`src/rtl/button_conditioner.sv`:
```
// Purpose: per-channel 2-FF sync, debounce, press/release pulses and hold auto-repeat for panel buttons.
// Latency: Q/P rise 2+DB_CYCLES edges after a pin falls; L falls-edge likewise; all outputs registered.
// Backpressure: none; Q is a level, P/L/T are single-cycle strobes the consumer must take every cycle.
module button_conditioner #(
    parameter int N          = 2,
    parameter int DB_CYCLES  = 1000000,
    parameter int RPT_FIRST  = 25000000,
    parameter int RPT_PERIOD = 5000000
) (
    input  logic         C,
    input  logic         R,
    input  logic [N-1:0] nB,
    output logic [N-1:0] Q,
    output logic [N-1:0] P,
    output logic [N-1:0] L,
    output logic [N-1:0] T
);

    // Debounce counter counts accepted-level-disagreeing samples, including the current one,
    // so the level flips on the edge where the DB_CYCLES-th consecutive sample is taken.
    localparam int DB_W    = $clog2(DB_CYCLES + 1);
    localparam int RPT_MAX = (RPT_FIRST > RPT_PERIOD) ? RPT_FIRST : RPT_PERIOD;
    localparam int RPT_W   = $clog2(RPT_MAX + 1);

    localparam logic [DB_W-1:0]  DB_LAST      = DB_W'(DB_CYCLES - 1);
    localparam logic [DB_W-1:0]  DB_ONE       = DB_W'(1);
    localparam logic [RPT_W-1:0] RPT_FIRST_V  = RPT_W'(RPT_FIRST);
    localparam logic [RPT_W-1:0] RPT_PERIOD_V = RPT_W'(RPT_PERIOD);

    typedef enum logic [1:0] {
        IDLE       = 2'd0,
        PRESS_DB   = 2'd1,
        HELD       = 2'd2,
        RELEASE_DB = 2'd3
    } state_t;

    for (genvar ch = 0; ch < N; ch++) begin : gCh
        logic             sync1;
        logic             sync2;
        logic             s;
        state_t           state;
        logic [DB_W-1:0]  dbCnt;
        logic [RPT_W-1:0] rptCnt;
        logic [RPT_W-1:0] rptNext;
        logic [RPT_W-1:0] rptTarget;
        logic             rptPeriodic;
        logic             q;
        logic             p;
        logic             l;
        logic             t;

        // Two-flop synchroniser; resets to the released (high) pin level
        always_ff @(posedge C) begin
            if (R) begin
                sync1 <= 1'b1;
                sync2 <= 1'b1;
            end else begin
                sync1 <= nB[ch];
                sync2 <= sync1;
            end
        end

        assign s         = ~sync2;
        assign rptNext   = rptCnt + RPT_W'(1);
        // First tick waits RPT_FIRST held cycles, later ticks RPT_PERIOD cycles
        assign rptTarget = rptPeriodic ? RPT_PERIOD_V : RPT_FIRST_V;

        // Debounce FSM with registered level, pulse and repeat outputs
        always_ff @(posedge C) begin
            if (R) begin
                state       <= IDLE;
                dbCnt       <= '0;
                rptCnt      <= '0;
                rptPeriodic <= 1'b0;
                q           <= 1'b0;
                p           <= 1'b0;
                l           <= 1'b0;
                t           <= 1'b0;
            end else begin
                p <= 1'b0;
                l <= 1'b0;
                t <= 1'b0;
                case (state)
                    IDLE: begin
                        if (s) begin
                            if (DB_CYCLES == 1) begin
                                state       <= HELD;
                                dbCnt       <= '0;
                                rptCnt      <= '0;
                                rptPeriodic <= 1'b0;
                                q           <= 1'b1;
                                p           <= 1'b1;
                            end else begin
                                state <= PRESS_DB;
                                dbCnt <= DB_ONE;
                            end
                        end
                    end
                    PRESS_DB: begin
                        if (!s) begin
                            // Bounce: go back and start counting from scratch
                            state <= IDLE;
                            dbCnt <= '0;
                        end else if (dbCnt == DB_LAST) begin
                            state       <= HELD;
                            dbCnt       <= '0;
                            rptCnt      <= '0;
                            rptPeriodic <= 1'b0;
                            q           <= 1'b1;
                            p           <= 1'b1;
                        end else begin
                            dbCnt <= dbCnt + DB_ONE;
                        end
                    end
                    HELD: begin
                        if (!s) begin
                            if (DB_CYCLES == 1) begin
                                state       <= IDLE;
                                dbCnt       <= '0;
                                rptCnt      <= '0;
                                rptPeriodic <= 1'b0;
                                q           <= 1'b0;
                                l           <= 1'b1;
                            end else begin
                                state <= RELEASE_DB;
                                dbCnt <= DB_ONE;
                            end
                        end else if (RPT_FIRST != 0) begin
                            // Repeat counter reloads on each tick so it never wraps
                            if (rptNext == rptTarget) begin
                                t           <= 1'b1;
                                rptCnt      <= '0;
                                rptPeriodic <= 1'b1;
                            end else begin
                                rptCnt <= rptNext;
                            end
                        end
                    end
                    RELEASE_DB: begin
                        if (s) begin
                            // Release glitch: stay pressed, keep repeat phase where it was
                            state <= HELD;
                            dbCnt <= '0;
                        end else if (dbCnt == DB_LAST) begin
                            state       <= IDLE;
                            dbCnt       <= '0;
                            rptCnt      <= '0;
                            rptPeriodic <= 1'b0;
                            q           <= 1'b0;
                            l           <= 1'b1;
                        end else begin
                            dbCnt <= dbCnt + DB_ONE;
                        end
                    end
                    default: begin
                        state <= IDLE;
                        dbCnt <= '0;
                        q     <= 1'b0;
                    end
                endcase
            end
        end

        assign Q[ch] = q;
        assign P[ch] = p;
        assign L[ch] = l;
        assign T[ch] = t;
    end

endmodule

```
`config.mk`:
```
export PLATFORM = sky130hd
export DESIGN_NAME = button_conditioner
export DESIGN_NICKNAME = d
export VERILOG_FILES = /design/src/rtl/button_conditioner.sv
export SDC_FILE = /design/constraint.sdc
export NUM_CORES = 1
export LEC_CHECK = 0
export ABC_AREA = 1
export BUFFER_PORTS_ARGS = -buffer_cell sky130_fd_sc_hd__buf_2
export CORE_MARGIN = 1
export CORE_UTILIZATION = 50
export DETAILED_ROUTE_END_ITERATION = 10
export GPL_ROUTABILITY_DRIVEN = 0
export PLACE_DENSITY = 0.74
export REMOVE_ABC_BUFFERS = 1
export SLEW_MARGIN = 20
export SYNTH_ARGS = -nofsm -noshare
export SYNTH_HDL_FRONTEND = slang
export SYNTH_SLANG_ARGS = --single-unit
```
`constraint.sdc`:
```
create_clock -name C -period 2.68 [get_ports C]
set_clock_uncertainty 0.2 [all_clocks]
set_input_delay 0.134 -clock C [delete_from_list [all_inputs] [get_ports C]]
set_output_delay 0.134 -clock C [all_outputs]
set_load 0.02 [all_outputs]
```
Yosys cells after proc, flatten, opt, wreduce, memory -nomap -nowiden
Cells that the tools add are included.

Eq/ne operators: 30. Reductions and logical operators: 22. Mux-type cells: 66. Add/subtract/negate cells: 4. Bitwise operators: 8.

Operators by type and width (number): two-way mux 25 bit (12); two-way mux 20 bit (10); one-hot mux 20 bit (4 select lines) (2); one-hot mux 25 bit (3 select lines) (2); adder 25 x 1 -> 25 bit, second input constant (2); equality test 25 bit (2); adder 20 x 1 -> 20 bit, second input constant (2); equality test 20 bit, second input constant (2); inequality test 2 bit, second input constant (16); two-way mux 2 bit (12); two-way mux 1 bit (22); AND reduction 5 bit (4); OR reduction 3 bit (6); one-hot mux 2 bit (4 select lines) (2); AND reduction 4 bit (4); inequality test 3 bit, second input constant (4); equality test 2 bit, second input constant (4); NOT 1 bit (8); one-hot mux 1 bit (3 select lines) (2); nonzero test 3 bit (2); equality test 2 x 1 -> 1 bit, second input constant (2); logical NOT 2 bit (2); one-hot mux 1 bit (2 select lines) (2); AND reduction 2 bit (2); nonzero test 2 bit (2).

Logic and storage cells: 150. Register bits: 108. Output and inout port bits: 8.

Longest topological paths before layout
Depth in word-level cells: 5. Gate-level depth with buffers: 16. Gate-level depth less buffers: 15.

Worst setup path before layout
No wires, ideal clock.

Path type: flip-flop to flip-flop. Start: register gCh[1].rptCnt[0]. End: register gCh[1].rptCnt[14]. Period minus slack after synthesis: 2183 ps. Cell stages (with the launch flop): 16. Arrival: 1846 ps. Setup time: 136 ps. Setup slack: 497 ps. Path buffers: 1. Path through: dfxtp_1 ha_1 nand2_2 nor2_8 nand2_2 nor2_2 nand2_1 nand2_1 nand2_2 nor2_2 nand3_1 nor2_4 nand3_4 buf_12 nand3_2 a21oi_2.

Cells in the longest elaborated chain, start to end: 5.

Ends and longest elaborated chain: from (decl) (RTL line 43) `logic [RPT_W-1:0] rptCnt;`; from (signal assigned) (RTL line 135) `rptCnt <= rptNext;`; adder 25 x 1 -> 25 bit * (RTL line 64) `assign rptNext = rptCnt + RPT_W'(1);`; equality test 25 bit (RTL line 130) `if (rptNext == rptTarget) begin`; two-way mux 25 bit * (RTL line 130); two-way mux 25 bit * (RTL line 116) `if (!s) begin`; one-hot mux 25 bit (3 select lines) * (RTL line 83) `case (state)`.

Mark *: on every way between the ends. The rest lies on a longest branch, timed or not. The select of a mux whose other input is x is not followed. A chain may end at the register's enable or synchronous reset.

Worst setup path in the final report
Start: register gCh[1].rptCnt[0]. End: register gCh[1].rptCnt[6].

Same word-level chain as after synthesis.

==> key figures <==
Clocking
  – Root Buffer: clkbuf_16
  – CTS buffer count: 9
  – Worst-skew pair later-pin latency: 0.36 ns
  – H-tree levels: 3
  – Clock sink count: 108
  – CTS tree: yes
  – CTS clock-pin slew for the worst setup and hold paths: 0.07 ns
  – Max clock buf depth: 2

Power and ir drop
  – Internal power: 2.391 mW
  – Combinational power share: 0.028
  – Tot Pwr: 3.090 mW
  – Clk network pwr share: 0.448
  – Sequential power share: 0.524
  – Switching Fraction: 0.2262
  – PD cells: 417.8 nW/um2
  – NetSw: roughly 700 uW
  – Max VDD drop: 0.4836 mV
  – LEAKAGE: 2.605 nW

Worst setup path
  – Crit path max fanout: 17
  – Crit. End Element: flip-flop
  – Slowest stage cell on the critical path: dfxtp_1
  – CP arrival: approximately 2.5 ns
  – Cell Chain, Critical Path: ha_1, nand2_2, nor2_8, nand2_4, nor2_2, nand2_1, nand2_1, nand2_1, nor2_1, nand3_2, nor2_4, nand3_4, buf_12, nand3_1, a21oi_1
  – Startpoint types: flip-flop
  – Crit Path Class: flip-flop to flip-flop
  – Critical path data required time: 2.71 ns
  – Max incr delay on CP: 0.43 ns
  – CP dominant cell by count: nand2_1

Final layout
  – Area grow syn2layout: 8.181%
  – Nets: 1,068
  – # diodes: 0
  – Storage element area: 2162 um2
  – Layout fillers: 1,281
  – Layout cell share with drive strength beyond 1: 0.1484
  – Multi-input gate area: 4015 um2

Timing
  – Tmin final: 2.429 ns
  – Hold Fails Final Rpt: 0
  – Final Slew Violations: 0
  – Worst-margin pin slew: 0.4846 ns
  – Fin Hold WS: 0.2119 ns
  – TNS Setup: 0 ns
  – Unrepaired setup endpoints after global routing: false
  – Peak Freq: 0.4118 GHz
  – Max_slew headroom: 0.6766
  – Final setup vio count: 0
  – Period Utilization, post-route: 0.9062

Detailed routing
  – Starting DRT DRC Count: 341
  – Vias/cell: 5.214
  – Via Count: ~6,500
  – Final routed DRC violation total: 0
  – Routed WL: 15,230 um
  – Routed Antenna Nets: 0
  – Routed len/inst: about 12 um
  – First-pass DRT Iterations: 5

Floorplan
  – FP Rows: 42
  – Die Area: between 10,000 and 15,000 um2
  – Core area: 13,300 um2
  – IO Pins: 12
  – Die Wd: between 100 and 150 um
  – Die Y: around 120 um
  – Initial core utilization: 0.5142

Placed design
  – PortBufs: 11
  – Post-detailed-placement half-perimeter wirelength: 11,120 um

Yosys
  – Post-synthesis instance total: 1,055
  – Sequential element share of the synthesized area: 0.3163
  – Syn. warnings: 0
  – FF+latch count, synth: 108
  – Distinct cell type count after synthesis: 47
  – Synth Cell Area: 6837 um2
  – Syn_area_per_cell: between 6 and 7 um2

GRT
  – First-pass GRT wire length: 26,700 um
  – Busiest grt layer: met2
  – Initial antenna violation count: 0
  – Met1 Usage GRT: 0.2911
  – Global-route usage over all layers: 0.2274
  – Global Route met2 Usage: 0.3852
  – Met3 Use GR: 0.04550
  – Overflow after GRT: 0
  – Largest net degree at the start of global routing: 40
  – Number of global-route vias before repair: 5,988

Run
  – Max-cap viol count: 0

Run status
  – Status: completed

Worst hold path
  – Hold/Removal Path Class: flip-flop to flip-flop
## power by group through the flow
stage,clock [mW],combinational [mW],sequential (mW)
2_1_floorplan,0,0.0356,1.65
3_3_place_gp,0,0.0833,1.66
3_5_place_dp,0,0.0834,1.66
4_1_cts,1.42,0.0870,1.62
5_1_grt,1.49,0.0961,1.62
6_report,1.39,0.0853,1.62
## critical path: cells and delay by family, from the launching register on
kind | cells | cell delay (ns)
buffers and inverters | 1 | 0.16
AOI/OAI and AO/OA | 1 | 0.06
and+or+nand+nor | 12 | 1.19
adders and majority gates | 1 | 0.25
DFF | 1 | 0.43
## timing repair
action                                  CTS  global route
buffers inserted                          0             2
hold endpoints to repair                  9             0
hold buffers                              3             0
resized for setup                         0             1
endpoints found under the setup margin    0            28
## final cells by class
| type | instances | share of cell area |
|---|---|---|
| clock buffers | 10 | 0.03231 |
| well taps | 176 | 0.02977 |
| repair buffers | 29 | 0.03045 |
| inverters | 124 | 0.06293 |
| flip-flops and latches | 108 | 0.2923 |
| multi-input cells | 788 | 0.5429 |
| clock inverters | 6 | 0.009305 |
## synthesized netlist by cell type (all sizes together)
library cell  number  area [um2]
nand2            326        1311
nor2             149       693.2
inv              123       461.7
dfxtp            108        2162
nand3             88       520.5
a21oi             81       476.7
o21ai             29       145.1
nand4             22       137.6
clkbuf            18       67.56
buf               17       128.9
nor3              15       86.34
xor2              11       96.34
or2               10       62.56
xnor2             10       95.10
nand3b             8       60.06
a221oi             6       52.55
a22oi              4       30.03
ha                 4       50.05
nor4               4       25.02
a211oi             3       22.52
a32oi              3       26.28
a2111oi            2       17.52
a31o               2       17.52
and2               2       12.51
o21bai             2       15.01
o221a              2       22.52
a2bb2oi            1       8.760
a31oi              1       6.260
and3               1       6.260
clkinv             1       3.750
o221ai             1       8.760
o22ai              1       6.260
## path summary, 6_finish.rpt
| kind | start | to | slack [ns] | depth (start not counted) |
|---|---|---|---|---|
| worst max-delay path | gCh[1].rptCnt[0] | gCh[1].rptCnt[6] | 0.25 | 15 |
| worst min-delay path | gCh[1].sync1 | gCh[1].sync2 | 0.21 | 1 |
| worst min register to register | gCh[1].sync1 | gCh[1].sync2 | 0.21 | 1 |
| worst max register to register | gCh[1].rptCnt[0] | gCh[1].rptCnt[6] | 0.25 | 15 |
## registers in the layout, summed over array words and instances, names as in the netlist, named ones only
name,flops
gCh.rptCnt,50
gCh.p,2
gCh.state,2
gCh.q,2
gCh.sync1,2
gCh.sync2,2
gCh.rptPeriodic,2
gCh.l,2
gCh.t,2
gCh.dbCnt,40
## through the flow
step	std cells	setup slack, ns	cell area [um2]	util
after detailed placement	1220	0.1510	7015	0.5277
after CTS	1239	0.1291	7353	0.5531
final	1241	0.2515	7396	0.5563
after floorplan	1020	0.2108	6640	-
after global placement	1220	0.2120	7015	0.5277
after global routing	1241	0.03585	7396	0.5563
## cells by family (layout without fill, tap and decap cells)
| group | Yosys count | count (layout) | share of synthesized area |
|---|---|---|---|
| AND/OR/NAND/NOR | 625 | 625 | 0.4264 |
| buffers and inverters | 159 | 169 | 0.09681 |
| AO/OA/AOI/OAI | 138 | 138 | 0.1252 |
| flip-flops | 108 | 108 | 0.3163 |
| XOR/XNOR | 21 | 21 | 0.02800 |
| adder cells (fa/ha/maj) | 4 | 4 | 0.007321 |
## metal layers
layer  wire length (um)  vias to the layer above  part of all wire
met1               7320                     2927              0.48
met5                  0                        -                 0
met4                265                        0             0.017
met2               6989                      117              0.46
met3                656                       23             0.043
li1                   -                     3404                 -
## cells in the final DEF (no fill, tap or decap), types with 3 or more instances in the layout
cell type      instances
nand2_1              293
nor2_1               120
inv_1                117
dfxtp_1              108
nand3_1               75
a21oi_1               62
nand2_2               32
o21ai_0               27
nand4_1               22
a21oi_2               19
nor2_2                18
nor3_1                14
buf_4                 14
nand3_2               11
xor2_1                11
nor2_4                10
or2_2                 10
buf_2                 10
xnor2_1                9
clkbuf_16              9
nand3b_1               8
inv_2                  6
a221oi_1               6
nor4_1                 4
a22oi_1                4
ha_1                   4
a211oi_1               3
a32oi_1                3
dlygate4sd3_1          3
(Power assumes the default switching activity.)
